<file path="src/rtl/cuteriscv_simctrl_pkg.sv">
// Shared types and default constants for the simulation control unit.
// No logic of its own.
// Imported by sim_ctrl_unit and its FIFO sub-module.
package cuteriscv_simctrl_pkg;

  // Terminal status reported on the status port.
  typedef enum logic [2:0] {
    STATUS_RUN     = 3'd0,
    STATUS_PASS    = 3'd1,
    STATUS_FAIL    = 3'd2,
    STATUS_TRAP    = 3'd3,
    STATUS_TIMEOUT = 3'd4
  } status_e;

  // Control FSM states.
  typedef enum logic [1:0] {
    FSM_RUN   = 2'd0,
    FSM_DRAIN = 2'd1,
    FSM_DONE  = 2'd2
  } fsm_e;

  // Plain-vector aliases of the FSM states, used for the state flop.
  localparam logic [1:0] ST_RUN   = FSM_RUN;
  localparam logic [1:0] ST_DRAIN = FSM_DRAIN;
  localparam logic [1:0] ST_DONE  = FSM_DONE;

  // Default memory map and terminal PCs of the test firmware.
  localparam logic [31:0] DEF_CONS_BASE   = 32'h9000_0000;
  localparam logic [31:0] DEF_PASS_PC     = 32'h0000_009c;
  localparam logic [31:0] DEF_FAIL_PC     = 32'h0000_00b8;
  localparam logic [31:0] DEF_TRAP_PC     = 32'h0000_00cc;
  localparam logic [31:0] DEF_TIMEOUT_CYC = 32'hFFFF_FFFF;

  // Store address of console channel ch (one 32-bit word per channel).
  function automatic logic [31:0] cons_addr(input logic [31:0] base, input int ch);
    return base + (32'(ch) << 2);
  endfunction

endpackage

</file>
<file path="src/rtl/sim_ctrl_fifo.sv">
// Byte-wide FIFO, DEPTH entries, one per console channel.
// Latency: a push is visible at the head (empty=0) the cycle after it is written.
// Backpressure: push on full is refused unless a pop happens in the same cycle.
module sim_ctrl_fifo #(
  parameter int DEPTH = 16
) (
  input  logic       io_clk,
  input  logic       io_rstn,
  input  logic       push,
  input  logic [7:0] push_dat,
  input  logic       pop,
  output logic [7:0] pop_dat,
  output logic       full,
  output logic       empty
);
  import cuteriscv_simctrl_pkg::*;

  localparam int          AW      = $clog2(DEPTH);
  localparam logic [AW:0] PTR_ONE = {{AW{1'b0}}, 1'b1};

  // Pointers carry one extra MSB so that full and empty are distinguishable
  // when the address bits are equal.
  logic [AW:0] wr_ptr_q, wr_ptr_d;
  logic [AW:0] rd_ptr_q, rd_ptr_d;
  logic [7:0]  mem_q [DEPTH];
  logic        do_push;
  logic        do_pop;

  assign empty   = (wr_ptr_q == rd_ptr_q);
  assign full    = (wr_ptr_q[AW] != rd_ptr_q[AW]) &&
                   (wr_ptr_q[AW-1:0] == rd_ptr_q[AW-1:0]);
  assign do_pop  = pop && !empty;
  // A simultaneous pop frees the slot this push needs, so full+pop still accepts.
  assign do_push = push && (!full || do_pop);
  assign pop_dat = mem_q[rd_ptr_q[AW-1:0]];

  // Next-state pointer arithmetic.
  always_comb begin
    wr_ptr_d = wr_ptr_q;
    rd_ptr_d = rd_ptr_q;
    if (do_push) wr_ptr_d = wr_ptr_q + PTR_ONE;
    if (do_pop)  rd_ptr_d = rd_ptr_q + PTR_ONE;
  end

  // Pointer flops; reset empties the FIFO regardless of stored contents.
  always_ff @(posedge io_clk or negedge io_rstn) begin
    if (!io_rstn) begin
      wr_ptr_q <= '0;
      rd_ptr_q <= '0;
    end else begin
      wr_ptr_q <= wr_ptr_d;
      rd_ptr_q <= rd_ptr_d;
    end
  end

  // Storage array; contents are only meaningful between the pointers, so no reset.
  always_ff @(posedge io_clk) begin
    if (do_push) mem_q[wr_ptr_q[AW-1:0]] <= push_dat;
  end

endmodule

</file>
<file path="src/rtl/sim_ctrl_unit.sv">
// Simulation control: console byte FIFOs per channel + PASS/FAIL/TRAP end-of-test FSM.
// Latency: store -> FIFO 1 cycle; head byte shown combinationally; done 1 cycle after drain.
// Backpressure: cons_valid/ready, grant held while stalled; full FIFO drops (drop_cnt).
// Optional SIM_CTRL_TIMEOUT_EN: RUN-cycle counter forcing DONE with status TIMEOUT.
import cuteriscv_simctrl_pkg::*;

module sim_ctrl_unit #(
  parameter int          NUM_CH      = 2,
  parameter int          FIFO_DEPTH  = 16,
  parameter logic [31:0] CONS_BASE   = DEF_CONS_BASE,
  parameter logic [31:0] PASS_PC     = DEF_PASS_PC,
  parameter logic [31:0] FAIL_PC     = DEF_FAIL_PC,
  parameter logic [31:0] TRAP_PC     = DEF_TRAP_PC,
  parameter logic [31:0] TIMEOUT_CYC = DEF_TIMEOUT_CYC,
  localparam int         CHW         = (NUM_CH > 1) ? $clog2(NUM_CH) : 1
) (
  input  logic           io_clk,
  input  logic           io_rstn,
  input  logic           wvalid,
  input  logic [31:0]    waddr,
  input  logic [31:0]    wdata,
  input  logic           commit_valid,
  input  logic [31:0]    commit_pc,
  output logic           cons_valid,
  output logic [CHW-1:0] cons_ch,
  output logic [7:0]     cons_data,
  input  logic           cons_ready,
  output logic           done,
  output logic [2:0]     status,
  output logic [15:0]    drop_cnt
);

  // ---------------------------------------------------------------------------
  // State
  // ---------------------------------------------------------------------------
  logic [1:0]     state_q,   state_d;
  logic [2:0]     status_q,  status_d;
  logic [15:0]    drop_q,    drop_d;
  logic           wr_vld_q,  wr_vld_d;
  logic [CHW-1:0] wr_ch_q,   wr_ch_d;
  logic [7:0]     wr_dat_q,  wr_dat_d;
  logic [CHW-1:0] rr_q,      rr_d;
  logic           lock_q,    lock_d;
  logic [CHW-1:0] lock_ch_q, lock_ch_d;

  // Per-channel FIFO wiring
  logic [NUM_CH-1:0] f_push, f_pop, f_full, f_empty;
  logic [7:0]        f_dat [NUM_CH];

  logic           hit;
  logic [CHW-1:0] hit_ch;
  logic           accept;
  logic           drop_evt;
  logic [CHW-1:0] rr_pick;
  logic           rr_any;
  logic [CHW-1:0] grant;
  logic [2:0]     pc_status;
  logic           pc_match;

  // Only the low byte of a store is console data.
  logic unused_wdata;
  assign unused_wdata = ^wdata[31:8];

  // Channel index base+off, wrapping modulo NUM_CH (NUM_CH need not be a power of two).
  function automatic logic [CHW-1:0] ch_wrap(input logic [CHW-1:0] base, input int off);
    int s;
    s = int'(base) + off;
    if (s >= NUM_CH) s = s - NUM_CH;
    return CHW'(s);
  endfunction

  // ---------------------------------------------------------------------------
  // Store capture: decode the console window and register the byte for one cycle
  // ---------------------------------------------------------------------------

  // Address decode against each channel's word.
  always_comb begin
    hit    = 1'b0;
    hit_ch = '0;
    for (int n = 0; n < NUM_CH; n++) begin
      if (waddr == cons_addr(CONS_BASE, n)) begin
        hit    = 1'b1;
        hit_ch = CHW'(n);
      end
    end
  end

  // Once the test has finished, console stores are no longer of interest.
  assign accept = wvalid && hit && (state_q != ST_DONE);

  // Pending-push register: the byte lands in its FIFO on the following edge.
  always_comb begin
    wr_vld_d = accept;
    wr_ch_d  = accept ? hit_ch     : wr_ch_q;
    wr_dat_d = accept ? wdata[7:0] : wr_dat_q;
  end

  // ---------------------------------------------------------------------------
  // Channel FIFOs
  // ---------------------------------------------------------------------------
  for (genvar g = 0; g < NUM_CH; g++) begin : g_ch
    sim_ctrl_fifo #(
      .DEPTH    (FIFO_DEPTH)
    ) u_fifo (
      .io_clk   (io_clk),
      .io_rstn  (io_rstn),
      .push     (f_push[g]),
      .push_dat (wr_dat_q),
      .pop      (f_pop[g]),
      .pop_dat  (f_dat[g]),
      .full     (f_full[g]),
      .empty    (f_empty[g])
    );
  end

  // Route the pending push and the output pop to their channels.
  always_comb begin
    f_push = '0;
    f_pop  = '0;
    for (int n = 0; n < NUM_CH; n++) begin
      f_push[n] = wr_vld_q && (wr_ch_q == CHW'(n));
      f_pop[n]  = cons_valid && cons_ready && (grant == CHW'(n));
    end
  end

  // A push is lost only when its FIFO is full and is not being popped this cycle.
  assign drop_evt = |(f_push & f_full & ~f_pop);

  // Saturating drop counter.
  always_comb begin
    drop_d = drop_q;
    if (drop_evt && (drop_q != 16'hFFFF)) drop_d = drop_q + 16'd1;
  end

  // ---------------------------------------------------------------------------
  // Output arbitration: round-robin, grant frozen while the consumer stalls
  // ---------------------------------------------------------------------------

  // First non-empty channel at or after rr_q (rr_q is the channel after the last grant).
  always_comb begin
    rr_pick = rr_q;
    rr_any  = 1'b0;
    for (int i = NUM_CH - 1; i >= 0; i--) begin
      if (!f_empty[ch_wrap(rr_q, i)]) begin
        rr_pick = ch_wrap(rr_q, i);
        rr_any  = 1'b1;
      end
    end
  end

  // A locked channel cannot have been popped, so its head byte is still present.
  assign grant      = lock_q ? lock_ch_q : rr_pick;
  assign cons_valid = lock_q || rr_any;
  assign cons_ch    = cons_valid ? grant : '0;
  assign cons_data  = cons_valid ? f_dat[grant] : 8'h00;

  // Lock the grant on a stall; advance the round-robin start on every pop.
  always_comb begin
    lock_d    = cons_valid && !cons_ready;
    lock_ch_d = grant;
    rr_d      = rr_q;
    if (cons_valid && cons_ready) rr_d = ch_wrap(grant, 1);
  end

  // ---------------------------------------------------------------------------
  // End-of-test FSM
  // ---------------------------------------------------------------------------

`ifdef SIM_CTRL_TIMEOUT_EN
  logic [31:0] cyc_q, cyc_d;
  logic        tmo_hit;

  // Count cycles spent in RUN; the limit is reached on the edge that makes it TIMEOUT_CYC.
  always_comb begin
    cyc_d = cyc_q;
    if (state_q == ST_RUN) cyc_d = cyc_q + 32'd1;
  end

  assign tmo_hit = (state_q == ST_RUN) && (cyc_d == TIMEOUT_CYC);

  // Run-cycle counter flop.
  always_ff @(posedge io_clk or negedge io_rstn) begin
    if (!io_rstn) cyc_q <= '0;
    else          cyc_q <= cyc_d;
  end
`else
  logic unused_timeout;
  assign unused_timeout = ^TIMEOUT_CYC;
`endif

  // Classify the retired PC; anything other than a terminal PC maps to RUN.
  always_comb begin
    pc_status = STATUS_RUN;
    if      (commit_pc == PASS_PC) pc_status = STATUS_PASS;
    else if (commit_pc == FAIL_PC) pc_status = STATUS_FAIL;
    else if (commit_pc == TRAP_PC) pc_status = STATUS_TRAP;
    pc_match = commit_valid && (pc_status != STATUS_RUN);
  end

  // RUN -> DRAIN on the first terminal PC (it beats a same-cycle timeout);
  // DRAIN -> DONE once nothing is buffered, pending, or arriving.
  always_comb begin
    state_d  = state_q;
    status_d = status_q;
    case (state_q)
      ST_RUN: begin
        if (pc_match) begin
          state_d  = ST_DRAIN;
          status_d = pc_status;
        end
`ifdef SIM_CTRL_TIMEOUT_EN
        else if (tmo_hit) begin
          state_d  = ST_DONE;
          status_d = STATUS_TIMEOUT;
        end
`endif
      end
      ST_DRAIN: begin
        if ((&f_empty) && !wr_vld_q && !accept) state_d = ST_DONE;
      end
      default: begin
        state_d = state_q;
      end
    endcase
  end

  // All control flops of the top level.
  always_ff @(posedge io_clk or negedge io_rstn) begin
    if (!io_rstn) begin
      state_q   <= ST_RUN;
      status_q  <= STATUS_RUN;
      drop_q    <= '0;
      wr_vld_q  <= 1'b0;
      wr_ch_q   <= '0;
      wr_dat_q  <= '0;
      rr_q      <= '0;
      lock_q    <= 1'b0;
      lock_ch_q <= '0;
    end else begin
      state_q   <= state_d;
      status_q  <= status_d;
      drop_q    <= drop_d;
      wr_vld_q  <= wr_vld_d;
      wr_ch_q   <= wr_ch_d;
      wr_dat_q  <= wr_dat_d;
      rr_q      <= rr_d;
      lock_q    <= lock_d;
      lock_ch_q <= lock_ch_d;
    end
  end

  assign done     = (state_q == ST_DONE);
  assign status   = status_q;
  assign drop_cnt = drop_q;

endmodule
</file>
<file path="config.mk">
export PLATFORM = sky130hd
export DESIGN_NAME = sim_ctrl_unit
export DESIGN_NICKNAME = d
export VERILOG_FILES = /design/src/rtl/cuteriscv_simctrl_pkg.sv /design/src/rtl/sim_ctrl_fifo.sv /design/src/rtl/sim_ctrl_unit.sv
export SDC_FILE = /design/constraint.sdc
export NUM_CORES = 1
export LEC_CHECK = 0
export CORE_UTILIZATION = 57
export DETAILED_ROUTE_END_ITERATION = 16
export GPL_TIMING_DRIVEN = 0
export PLACE_DENSITY_LB_ADDON = 0.2
export SYNTH_ARGS = -nofsm -noshare
export SYNTH_HDL_FRONTEND = slang
export SYNTH_HIERARCHICAL = 1
export SYNTH_SLANG_ARGS = --single-unit
</file>
<file path="constraint.sdc">
create_clock -name io_clk -period 4.4 [get_ports io_clk]
set_input_delay 0.88 -clock io_clk [delete_from_list [all_inputs] [get_ports io_clk]]
set_output_delay 0.88 -clock io_clk [all_outputs]
set_load 0.05 [all_outputs]
</file>
==> impl_results.md <==
* Clock Path Buffers at 3
* CP max stage delay at 0.54 ns
* Post-DP HPWL at 18,600 microns
* Final worst path period share at 0.968
* Power Dens Cells at 455 mW/mm^2
* Share of cells above drive strength 1 at 0.185
* Ys Warns at 6
* CTS root buffer: clkbuf_16
* Post-DRT Antenna Nets at 0
* Post-synthesis area per instance at 17.8 sq um
* Crit-path most repeated cell: inv_1
* Largest net degree at the start of global routing at 41
* CP delay by family, top: buffers and inverters
* Crit. End Element: output pin
* Crit Path Max Fanout at 9
* Post-route core utilization at 0.698
* VDD IR max at 0.303 mV
* Register area share after synthesis at 0.692
* Gpl congestion at 0.799
* CP startpoint: g_ch[1].u_fifo/rd_ptr_q[3]$_DFFE_PN0P_
* DRT iter0 DRCs at 582
* Vias per cell at 6.31
* Hold crit path type: in2async
* Final-report setup violation count at 0
* Area added between synthesis and finish at 18.3%
* Final Max Tran Viols at 0
* XOR/XNOR share of the synthesized area at 0.0323
* Worst endpoint required time at 3.52 ns
* Post-synthesis compound-gate area fraction at 0.0378
* GR Overflow Total at 0
* Total global-route track usage at 0.252
* Initial antenna violation count at 0
* Main synth FF type: edfxtp_1
* Status: complete, no violations
* Via count of the routed design at 7,392
* Mapped Nets at 845
* RR Startpoint: g_ch[0].u_fifo/rd_ptr_q[0]$_DFFE_PN0P_
* Reg2Reg Depth at 10
* Synthesized-area fraction occupied by adder cells at 0.0106
* Static Leak at 6.22 nW
* Max Cap Viol at 0
* Area of the core at 0.0221 sq mm
* Critical path depth at 11
* Simple-gate share of the synthesized area at 0.0771
* Die ar. at 0.0235 sq mm
* Skew final at 0.0163 ns
* EDFF count, synth at 256
* Clk slew on worst S/H paths at 0.06 ns
* TritonRoute pass-1 iters at 5
* Num rows at 54
* Mapped Area at 0.0130 sq mm
* # hold bufs at CTS at 0
* CTS tree: done
* DR DRC count at 0
* Max_slew headroom at 0.119
* Avg WL per Cell at 24.5 microns
* Pwr Total at 7.02 mW
* Maximum achievable frequency at 0.235 GHz
* Largest family of logic cells by synthesized area: multiplexers
* DIE WIDTH at 153 microns
* CP Launch Type: flop
* Multiplexer share of the synthesized area at 0.128
* Die H at 153 microns
* Cells after synthesis at 733
* Min Hold Slack at 0.244 ns
* Type of the worst setup path: reg2out
* CP arrival at 3.38 ns
* Worst slew pin tran at 1.32 ns
* Critical-path top delay cell: dlygate4sd2_1
* Crit path buffers/inverters at 4
* Number of clock sinks at 309
* First-pass GRT wire length at 44,200 microns
* Starting Density at 0.590
* Fill cells at 1,339
* Synth async-reset ratio at 0.172
* RSZ-0062 raised after global routing: false
* TritonCTS Buffers at 29
* Synth unique cells at 52
* Vias in the first global route at 7,923
* Number of diodes at 0
* Post-CTS Setup Repair Bufs at 0
* PortBufs at 105
* DRT Wirelength at 28,700 microns
* Clock latency on the worst-skew pair at 0.55 ns
* H-tree levels at 1
* Setup TNS at 0 ns
* Post-layout nets at 982
* Crit-path cells: xnor2_1 > nand4_2 > or2_4 > inv_1 > inv_1 > o21bai_1 > o21ai_0 > clkbuf_4 > mux2i_1 > nor2_1 > dlygate4sd2_1
* Seq cells post-synth at 309
* Io pins at 131
* Hold Vio Cnt, Final at 0
* Post-layout min period at 4.26 ns
## flip-flops by register name (all words and copies together) (netlist names)
name	count
status	2
wr_vld_q	1
g_ch.u_fifo/mem_q	256
lock_ch_q	1
g_ch.u_fifo/rd_ptr_q	10
lock_q	1
state_q	2
wr_ch_q	1
drop_cnt	16
rr_q	1
g_ch.u_fifo/wr_ptr_q	10
wr_dat_q	8
## where the power goes
group          internal (mW)  switching (mW)
clock network           1.48            1.03
registers               3.18          0.0579
logic                  0.545           0.724
total                   5.21            1.81
## cells in the mapped netlist (all sizes together), types with 5 or more instances
master	number	area (sq um)
ha	11	138
nor2	26	97.6
dfrtp	53	1330
edfxtp	256	7690
nand3	13	65.1
and3	30	188
nor4	17	106
mux4	64	1440
a21oi	5	25.0
o21ai	6	30.0
nor3	14	70.1
buf	27	209
inv	14	52.6
xnor2	27	289
nand4	10	75.1
xor2	15	131
clkbuf	6	22.5
and2	5	31.3
a22oi	32	240
mux2i	8	80.1
nor2b	16	105
nand2	35	131
mux2	13	150
## cell families (layout without fill, tap and decap cells)
kind of cell | after synthesis | after routing
buffers and inverters | 47 | 205
muxes | 85 | 85
DFF | 309 | 309
and+or+nand+nor | 182 | 182
AOI/OAI and AO/OA | 56 | 56
other | 1 | 1
xor gates and xnor gates | 42 | 42
adders and majority gates | 11 | 11
## path summary, 6_finish.rpt
kind | endpoint | slack (ns)
worst max-delay path | cons_data[6] | 0.14
worst min-delay path | g_ch[0].u_fifo/rd_ptr_q[3]$_DFFE_PN0P_ | 0.24
worst max register to register | g_ch[1].u_fifo/mem_q[11][7]$_DFFE_PP_ | 0.32
worst min register to register | status[1]$_DFFE_PN0P_ | 0.52
max in group asynchronous | drop_cnt[7]$_DFFE_PN0P_ | 3.63
min in group io_clk | status[1]$_DFFE_PN0P_ | 0.52
## layout make-up
cell class                 instances  area [sq um]  share of cell area
inverter                          14          52.6             0.00341
buffer                            33           235              0.0153
multi-input combinational        377          3740               0.243
timing repair buffer             106          1060              0.0685
sequential                       309          9010               0.585
tap                              280           350              0.0227
clock inverter                    12           141             0.00917
clock buffer                      40           827              0.0537
## layout by cell type (no fill, tap or decap), types with 11 or more instances in the layout
| master | synthesis | final |
|---|---|---|
| clkbuf_16 | 0 | 29 |
| nor4_1 | 17 | 17 |
| nor3_1 | 14 | 14 |
| clkdlybuf4s50_1 | 0 | 96 |
| ha_1 | 11 | 11 |
| nand3_1 | 13 | 13 |
| clkbuf_1 | 6 | 11 |
| mux4_2 | 64 | 64 |
| nor2b_1 | 14 | 14 |
| a22oi_1 | 32 | 32 |
| nor2_1 | 26 | 25 |
| xnor2_1 | 20 | 20 |
| buf_6 | 11 | 11 |
| xor2_1 | 15 | 15 |
| edfxtp_1 | 256 | 256 |
| nand2_1 | 35 | 35 |
| inv_1 | 14 | 14 |
| dfrtp_1 | 53 | 53 |
| and3_1 | 30 | 30 |
## through the flow
step / instance area, sq um / instances / setup slack (ns)
after global placement: 14400 / 1118 / 0.409
after CTS: 15400 / 1171 / 0.0839
after detailed placement: 14400 / 1119 / 0.335
final: 15400 / 1171 / 0.140
after global routing: 15400 / 1171 / 0.0134
after floorplan: 13000 / 733 / 1.04
## layer usage
layer	routed length, microns	part of all wire	up-vias	track usage
li1	-	-	3182	-
met1	11300	0.39	3749	0.338
met2	14400	0.50	406	0.433
met3	2310	0.080	55	0.0352
met4	722	0.025	0	0.0746
met5	0	0	-	0
## what timing repair did
item,in CTS,in global routing
gates resized for setup,10,2
hold endpoints to repair,0,0
endpoints found under the setup margin,9,3
Note: power is estimated with default switching activity, not from simulation.
